===== src/rtl/hex_display_bank_if.sv =====
// Bus between the datapath and the display bank: values to show, the raw key,
// the mode controls, and the registered HEX/LEDR pin drives coming back.
interface hex_display_bank_if #(
    parameter int N_DIGITS = 6,
    parameter int LED_W    = 10
);
    logic [4*N_DIGITS-1:0] data;
    logic [LED_W-1:0]      leds_in;
    logic                  capture_n;
    logic [1:0]            mode;
    logic                  blank_lz;
    logic [7*N_DIGITS-1:0] hex_out;
    logic [LED_W-1:0]      ledr;
    logic                  snap_valid;

    modport master (
        output data, leds_in, capture_n, mode, blank_lz,
        input  hex_out, ledr, snap_valid
    );

    modport slave (
        input  data, leds_in, capture_n, mode, blank_lz,
        output hex_out, ledr, snap_valid
    );
endinterface


===== src/rtl/hex_display_bank.sv =====
// Capture-and-hold bank for the seven-segment digits and LED bar: debounced
// snapshot key, live/snap/blink/freeze modes and optional leading-zero blanking.
module hex_display_bank #(
    parameter int N_DIGITS        = 6,
    parameter int LED_W           = 10,
    parameter int DEBOUNCE_CYCLES = 500000,
    parameter int BLINK_CYCLES    = 12500000
) (
    input  logic              CLOCK_50,
    input  logic              RESETn,
    hex_display_bank_if.slave bus
);
    localparam int DB_W = $clog2(DEBOUNCE_CYCLES + 1);
    localparam int BL_W = $clog2(BLINK_CYCLES + 1);
    localparam logic [DB_W-1:0] DB_LAST = DB_W'(DEBOUNCE_CYCLES - 1);
    localparam logic [BL_W-1:0] BL_LAST = BL_W'(BLINK_CYCLES - 1);

    typedef enum logic [1:0] {
        MODE_LIVE   = 2'b00,
        MODE_SNAP   = 2'b01,
        MODE_BLINK  = 2'b10,
        MODE_FREEZE = 2'b11
    } mode_t;

    mode_t                 cur_mode;
    logic [1:0]            sync_reg;
    logic                  key_level_reg;
    logic [DB_W-1:0]       db_cnt_reg;
    logic                  press_reg;
    logic [BL_W-1:0]       blink_cnt_reg;
    logic                  blink_on_reg;
    logic [4*N_DIGITS-1:0] held_data_reg;
    logic [LED_W-1:0]      held_led_reg;
    logic                  snap_valid_reg;
    logic [7*N_DIGITS-1:0] seg_enc;
    logic [7*N_DIGITS-1:0] hex_reg, hex_next;
    logic [LED_W-1:0]      ledr_reg, ledr_next;

    assign cur_mode = mode_t'(bus.mode);

    function automatic logic [6:0] seg_of(input logic [3:0] v);
        case (v)
            4'h0:    seg_of = 7'h40;
            4'h1:    seg_of = 7'h79;
            4'h2:    seg_of = 7'h24;
            4'h3:    seg_of = 7'h30;
            4'h4:    seg_of = 7'h19;
            4'h5:    seg_of = 7'h12;
            4'h6:    seg_of = 7'h02;
            4'h7:    seg_of = 7'h78;
            4'h8:    seg_of = 7'h00;
            4'h9:    seg_of = 7'h10;
            4'hA:    seg_of = 7'h08;
            4'hB:    seg_of = 7'h03;
            4'hC:    seg_of = 7'h46;
            4'hD:    seg_of = 7'h21;
            4'hE:    seg_of = 7'h06;
            default: seg_of = 7'h0E;
        endcase
    endfunction

    // Key path: the press pulse is the accepted level falling, registered one cycle.
    always_ff @(posedge CLOCK_50 or negedge RESETn) begin
        if (!RESETn) begin
            sync_reg      <= 2'b11;
            key_level_reg <= 1'b1;
            db_cnt_reg    <= '0;
            press_reg     <= 1'b0;
        end else begin
            sync_reg  <= {sync_reg[0], bus.capture_n};
            press_reg <= 1'b0;
            if (sync_reg[1] == key_level_reg) begin
                db_cnt_reg <= '0;
            end else if (db_cnt_reg == DB_LAST) begin
                db_cnt_reg    <= '0;
                key_level_reg <= sync_reg[1];
                press_reg     <= key_level_reg;
            end else begin
                db_cnt_reg <= db_cnt_reg + 1'b1;
            end
        end
    end

    always_ff @(posedge CLOCK_50 or negedge RESETn) begin
        if (!RESETn) begin
            blink_cnt_reg <= '0;
            blink_on_reg  <= 1'b1;
        end else if (blink_cnt_reg == BL_LAST) begin
            blink_cnt_reg <= '0;
            blink_on_reg  <= ~blink_on_reg;
        end else begin
            blink_cnt_reg <= blink_cnt_reg + 1'b1;
        end
    end

    // The mode sampled on this edge decides whether a coincident press loads.
    always_ff @(posedge CLOCK_50 or negedge RESETn) begin
        if (!RESETn) begin
            held_data_reg  <= '0;
            held_led_reg   <= '0;
            snap_valid_reg <= 1'b0;
        end else begin
            case (cur_mode)
                MODE_LIVE: begin
                    held_data_reg  <= bus.data;
                    held_led_reg   <= bus.leds_in;
                    snap_valid_reg <= 1'b0;
                end
                MODE_SNAP, MODE_BLINK: begin
                    if (press_reg) begin
                        held_data_reg  <= bus.data;
                        held_led_reg   <= bus.leds_in;
                        snap_valid_reg <= 1'b1;
                    end
                end
                default: ;
            endcase
        end
    end

    for (genvar gi = 0; gi < N_DIGITS; gi++) begin : g_digit
        logic [3:0] nib;
        logic       blank;
        assign nib = held_data_reg[4*gi +: 4];
        if (gi == 0) begin : g_lsd
            assign blank = 1'b0;
        end else begin : g_upper
            // Blank only when this digit and every digit above it is zero.
            assign blank = bus.blank_lz & (held_data_reg[4*N_DIGITS-1:4*gi] == '0);
        end
        assign seg_enc[7*gi +: 7] = blank ? 7'h7F : seg_of(nib);
    end

    always_comb begin
        hex_next  = seg_enc;
        ledr_next = held_led_reg;
        if (cur_mode != MODE_LIVE && !snap_valid_reg) begin
            hex_next  = '1;
            ledr_next = '0;
        end else if (cur_mode == MODE_BLINK && !blink_on_reg) begin
            hex_next = '1;
        end
    end

    always_ff @(posedge CLOCK_50 or negedge RESETn) begin
        if (!RESETn) begin
            hex_reg  <= '1;
            ledr_reg <= '0;
        end else begin
            hex_reg  <= hex_next;
            ledr_reg <= ledr_next;
        end
    end

    assign bus.hex_out    = hex_reg;
    assign bus.ledr       = ledr_reg;
    assign bus.snap_valid = snap_valid_reg;
endmodule


===== src/flat_wrapper.sv =====
// flat-port wrapper written by rule: the top's interface ports become plain ports
module hex_display_bank_flat 
#(
    parameter int N_DIGITS        = 6,
    parameter int LED_W           = 10,
    parameter int DEBOUNCE_CYCLES = 500000,
    parameter int BLINK_CYCLES    = 12500000
)
  (CLOCK_50, RESETn, bus_data, bus_leds_in, bus_capture_n, bus_mode, bus_blank_lz, bus_hex_out, bus_ledr, bus_snap_valid);
  hex_display_bank_if #(.N_DIGITS(N_DIGITS), .LED_W(LED_W)) bus_i ();
  input  logic CLOCK_50;
  input  logic RESETn;
  input wire logic [$bits(bus_i.data)-1:0] bus_data;
  input wire logic [$bits(bus_i.leds_in)-1:0] bus_leds_in;
  input wire logic [$bits(bus_i.capture_n)-1:0] bus_capture_n;
  input wire logic [$bits(bus_i.mode)-1:0] bus_mode;
  input wire logic [$bits(bus_i.blank_lz)-1:0] bus_blank_lz;
  output wire logic [$bits(bus_i.hex_out)-1:0] bus_hex_out;
  output wire logic [$bits(bus_i.ledr)-1:0] bus_ledr;
  output wire logic [$bits(bus_i.snap_valid)-1:0] bus_snap_valid;
  assign bus_i.data = bus_data;
  assign bus_i.leds_in = bus_leds_in;
  assign bus_i.capture_n = bus_capture_n;
  assign bus_i.mode = bus_mode;
  assign bus_i.blank_lz = bus_blank_lz;
  assign bus_hex_out = bus_i.hex_out;
  assign bus_ledr = bus_i.ledr;
  assign bus_snap_valid = bus_i.snap_valid;
  hex_display_bank #(.N_DIGITS(N_DIGITS), .LED_W(LED_W), .DEBOUNCE_CYCLES(DEBOUNCE_CYCLES), .BLINK_CYCLES(BLINK_CYCLES)) u_core (.CLOCK_50(CLOCK_50), .RESETn(RESETn), .bus(bus_i));
endmodule

===== config.mk =====
export PLATFORM = sky130hd
export DESIGN_NAME = hex_display_bank_flat
export DESIGN_NICKNAME = d
export VERILOG_FILES = /design/src/rtl/hex_display_bank_if.sv /design/src/rtl/hex_display_bank.sv /design/src/flat_wrapper.sv
export SDC_FILE = /design/constraint.sdc
export NUM_CORES = 1
export LEC_CHECK = 0
export CAP_MARGIN = 10
export CORE_MARGIN = 1
export CORE_UTILIZATION = 55
export CTS_BUF_LIST = sky130_fd_sc_hd__clkbuf_4 sky130_fd_sc_hd__clkbuf_8
export DETAILED_ROUTE_END_ITERATION = 8
export PLACE_DENSITY = 0.86
export SLEW_MARGIN = 30
export SYNTH_ARGS = -nofsm -noshare
export SYNTH_HDL_FRONTEND = slang
export SYNTH_SLANG_ARGS = --single-unit

===== constraint.sdc =====
create_clock -name CLOCK_50 -period 2.84 [get_ports CLOCK_50]
set_clock_uncertainty 0.2 [all_clocks]
set_input_delay 0.284 -clock CLOCK_50 [delete_from_list [all_inputs] [get_ports CLOCK_50]]
set_output_delay 0.284 -clock CLOCK_50 [all_outputs]
set_load 0.005 [all_outputs]

==> impl_table.tex <==
\begin{tabular}{lr}
\hline
Metric & Value \\
\hline
\multicolumn{2}{l}{\textbf{Yosys}} \\
Synth top cells by count & sky130\_fd\_sc\_hd\_\_dfrtp\_1, sky130\_fd\_sc\_hd\_\_nand2\_1, sky130\_fd\_sc\_hd\_\_dfstp\_2 \\
Predominant post-synthesis flop cell & sky130\_fd\_sc\_hd\_\_dfrtp\_1 \\
Cells after Synth & 619 \\
Synth Net Count & 694 \\
Cell types with the largest area share after synthesis & sky130\_fd\_sc\_hd\_\_dfrtp\_1, sky130\_fd\_sc\_hd\_\_dfstp\_2, sky130\_fd\_sc\_hd\_\_ha\_1, sky130\_fd\_sc\_hd\_\_mux2\_2, sky130\_fd\_sc\_hd\_\_o211ai\_1 \\
Library cell occupying the most area in the post-synthesis netlist & sky130\_fd\_sc\_hd\_\_dfrtp\_1 \\
Syn. warnings & 0 \\
Synth top area share & 33.2\% \\
Number of flops mapped to enable cells by yosys & 0 \\
Mean cell area of the mapped netlist & 10.9 um2 \\
Synth cell types & 49 \\
Proportion of synthesized chip area in sequential cells & 51.2\% \\
Leading cell type by number of instances after synthesis & sky130\_fd\_sc\_hd\_\_dfrtp\_1 \\
Number of flip-flops and latches in the synthesized netlist & 135 \\
Fraction of synthesis flops using an asynchronous set or reset pin & 100\% \\
Post-synthesis instance area & 6720 um2 \\
\multicolumn{2}{l}{\textbf{Timing}} \\
Final worst-path cycle share & 84.1\% \\
Smallest setup slack after layout & 0.453 ns \\
Summed negative setup slack over all endpoints & 0 ns \\
Post-layout min period & 2.39 ns \\
Maximum clock frequency & 419 MHz \\
Final hold violation count & 0 \\
Worst-case headroom to the max-slew limit & 55.5\% \\
Min Hold Slack & 0.0581 ns \\
Setup-violating endpoint count in the final report & 0 \\
Unrepaired setup endpoints after global routing & no \\
Transition time at the pin with the least slew margin & 0.658 ns \\
Pins Over Slew Limit & 0 \\
\multicolumn{2}{l}{\textbf{Floorplan}} \\
Initial core utilization & 57.6\% \\
Horizontal die dimension & 113 um \\
Die Footprint & 12,700 um2 \\
Row count & 39 \\
I/O pin total & 93 \\
Vertical die dimension & 113 um \\
Floorplan core area & 11,700 um2 \\
\multicolumn{2}{l}{\textbf{Global routing}} \\
Global-route wire length before repair & 23.2 mm \\
GRT Residual Overflow & 0 \\
Vias in the first global route & 5,058 \\
Antenna violations before repair & 0 \\
Maximum number of pins on one net before global-route repair & 78 \\
Total track usage & 23.7\% \\
\multicolumn{2}{l}{\textbf{Hold path}} \\
Type of the most critical hold path & input pin to flop \\
Hold path startpoint & bus\_capture\_n \\
Cells on Worst Hold Path & 1 \\
Worst Hold End & u\_core.sync\_reg[0] \\
\multicolumn{2}{l}{\textbf{Finish}} \\
Final Util & 70.2\% \\
Layout cells sized above 1 & 18.8\% \\
Final-stage net count & 784 \\
Fillers & 822 \\
Synthesis-to-finish area growth & 21.9\% \\
Diode insertion count for antenna repair & 0 \\
Flip-flop count of the largest register, all copies and words added & 42 \\
\multicolumn{2}{l}{\textbf{Power and ir drop}} \\
Leakage & 3.37 nW \\
Power per cell area & 617 nW/um2 \\
Power after layout & 5.05 mW \\
Highest ir drop seen on vdd & 0.464 mV \\
\multicolumn{2}{l}{\textbf{Routing}} \\
Aggregate routed wire length & 14.0 mm \\
DR vias/cell & 5.76 \\
TritonRoute pass-1 iters & 4 \\
Vias & 4,980 \\
Antenna violation net count after detailed routing & 0 \\
Final routed DRC violation total & 0 \\
Post-DR wirelength/cell & 16.2 um \\
Iteration-0 DRC Markers & 206 \\
\multicolumn{2}{l}{\textbf{Critical path}} \\
Startpoint types & flop \\
Max FO, Critical Path & 7 \\
FF-to-FF Start & u\_core.held\_data\_reg[16] \\
Worst endpoint data arrival time & 2.53 ns \\
Critical path capture point type & flop \\
Required arrival time at the worst endpoint & 2.98 ns \\
Worst Path Class, Setup & flop to flop \\
Number of cells on the worst reg-to-reg path & 6 \\
Minimum setup slack among reg-to-reg paths & 0.45 ns \\
Reg-to-Reg End & u\_core.bus.hex\_out[9] \\
\multicolumn{2}{l}{\textbf{CTS}} \\
H-tree depth & 4 \\
TritonCTS sink count & 135 \\
Worst-case clock buffer depth & 2 \\
Number of setup buffers added after CTS & 0 \\
Clock latency on the worst-skew pair & 0.44 ns \\
Root buffer cell & sky130\_fd\_sc\_hd\_\_clkbuf\_8 \\
Post-CTS Hold Buffers & 1 \\
Clock buffer count from CTS & 17 \\
Clock tree from TritonCTS & done \\
Cts repair resizes & 0 \\
Clock transition at path regs & 0.07 ns \\
\multicolumn{2}{l}{\textbf{Place}} \\
Pre-CTS WS & 0.450 ns \\
Count of buffers inserted at the top-level ports & 92 \\
Detailed-placement wirelength estimate & 9.86 mm \\
Final weighted congestion in routability-driven placement & 0.878 \\
\multicolumn{2}{l}{\textbf{Run status}} \\
Run status & finished clean \\
\multicolumn{2}{l}{\textbf{Flow run}} \\
Max-cap violations & 0 \\
\hline
\end{tabular}
power by group:
group	switching (mW)	internal, mW	leakage, nW
Sequential	0.272	2.16	1.63
Clock	0.696	0.871	0.206
Combinational	0.470	0.576	1.53
cell families (layout without fill, tap and decap cells):
group / Yosys count / count (layout) / synth area share [%]
simple gates: 222 / 222 / 17.6
flops: 135 / 135 / 51.2
compound gates: 98 / 98 / 9.65
buf+inv: 51 / 154 / 3.09
mux: 47 / 47 / 7.90
fa+ha+maj: 35 / 35 / 6.52
xor+xnor: 31 / 31 / 4.04
how the worst max path moves through the flow:
stage                     slack, ns                startpoint                  endpoint
after global routing           0.29  u_core.held_data_reg[16]    u_core.bus.hex_out[11]
after global placement         0.52               bus_mode[1]  u_core.held_data_reg[17]
after detailed placement       0.45  u_core.held_data_reg[16]    u_core.bus.hex_out[12]
after floorplan                0.72   u_core.blink_cnt_reg[0]  u_core.blink_cnt_reg[10]
after CTS                      0.43  u_core.held_data_reg[16]    u_core.bus.hex_out[12]
final                          0.45  u_core.held_data_reg[16]     u_core.bus.hex_out[9]
stage by stage:
stage               std cells  area (um2)
finish                    865        8190
global route              865        8190
CTS                       865        8190
detailed placement        832        7780
global placement          832        7780
floorplan                 619        6720
critical path, stage by stage (launching register included):
cell	delay [ns]
sky130_fd_sc_hd__dfrtp_1	0.45
sky130_fd_sc_hd__inv_1	0.13
sky130_fd_sc_hd__ha_1	0.22
sky130_fd_sc_hd__or3b_1	0.43
sky130_fd_sc_hd__nor4_1	0.39
sky130_fd_sc_hd__a31oi_1	0.30
sky130_fd_sc_hd__o311ai_1	0.17
cell type report:
type	instances	area (um2)	share of cell area, %
sequential	135	3440	42.0
multi-input combinational	433	3080	37.7
timing repair buffer	101	1010	12.4
clock buffer	23	298	3.64
tap	143	179	2.18
clock inverter	9	100	1.22
inverter	21	78.8	0.963
cells in the final DEF (no fill, tap or decap), drive strengths merged, types with 4 or more instances in the layout:
cell type      Yosys  final
nand3             30     30
ha                35     35
nor4              10     10
dfrtp             89     89
or3                9      9
mux2              38     38
nor2              39     39
nand3b             6      6
clkinv             0      5
nor3               8      8
buf                4      9
o21a              10     10
clkdlybuf4s50      0     91
o21ai             16     16
and3               4      4
nand2b            11     11
o211ai            40     40
a21oi             20     20
xor2              12     12
nor2b             17     17
nand2             47     47
and2               4      4
and4               4      4
inv               21     21
clkbuf            26     23
mux2i              8      8
xnor2             19     19
dfstp             46     46
or2                4      4
nand4             15     15
layer usage:
metal / routed length [um] / track usage (%)
met1: 5680 / 26.2
met2: 7200 / 41.7
met3: 710 / 7.78
met4: 414 / 10.8
met5: 0 / 0
Power figures use the tool's default switching activity.
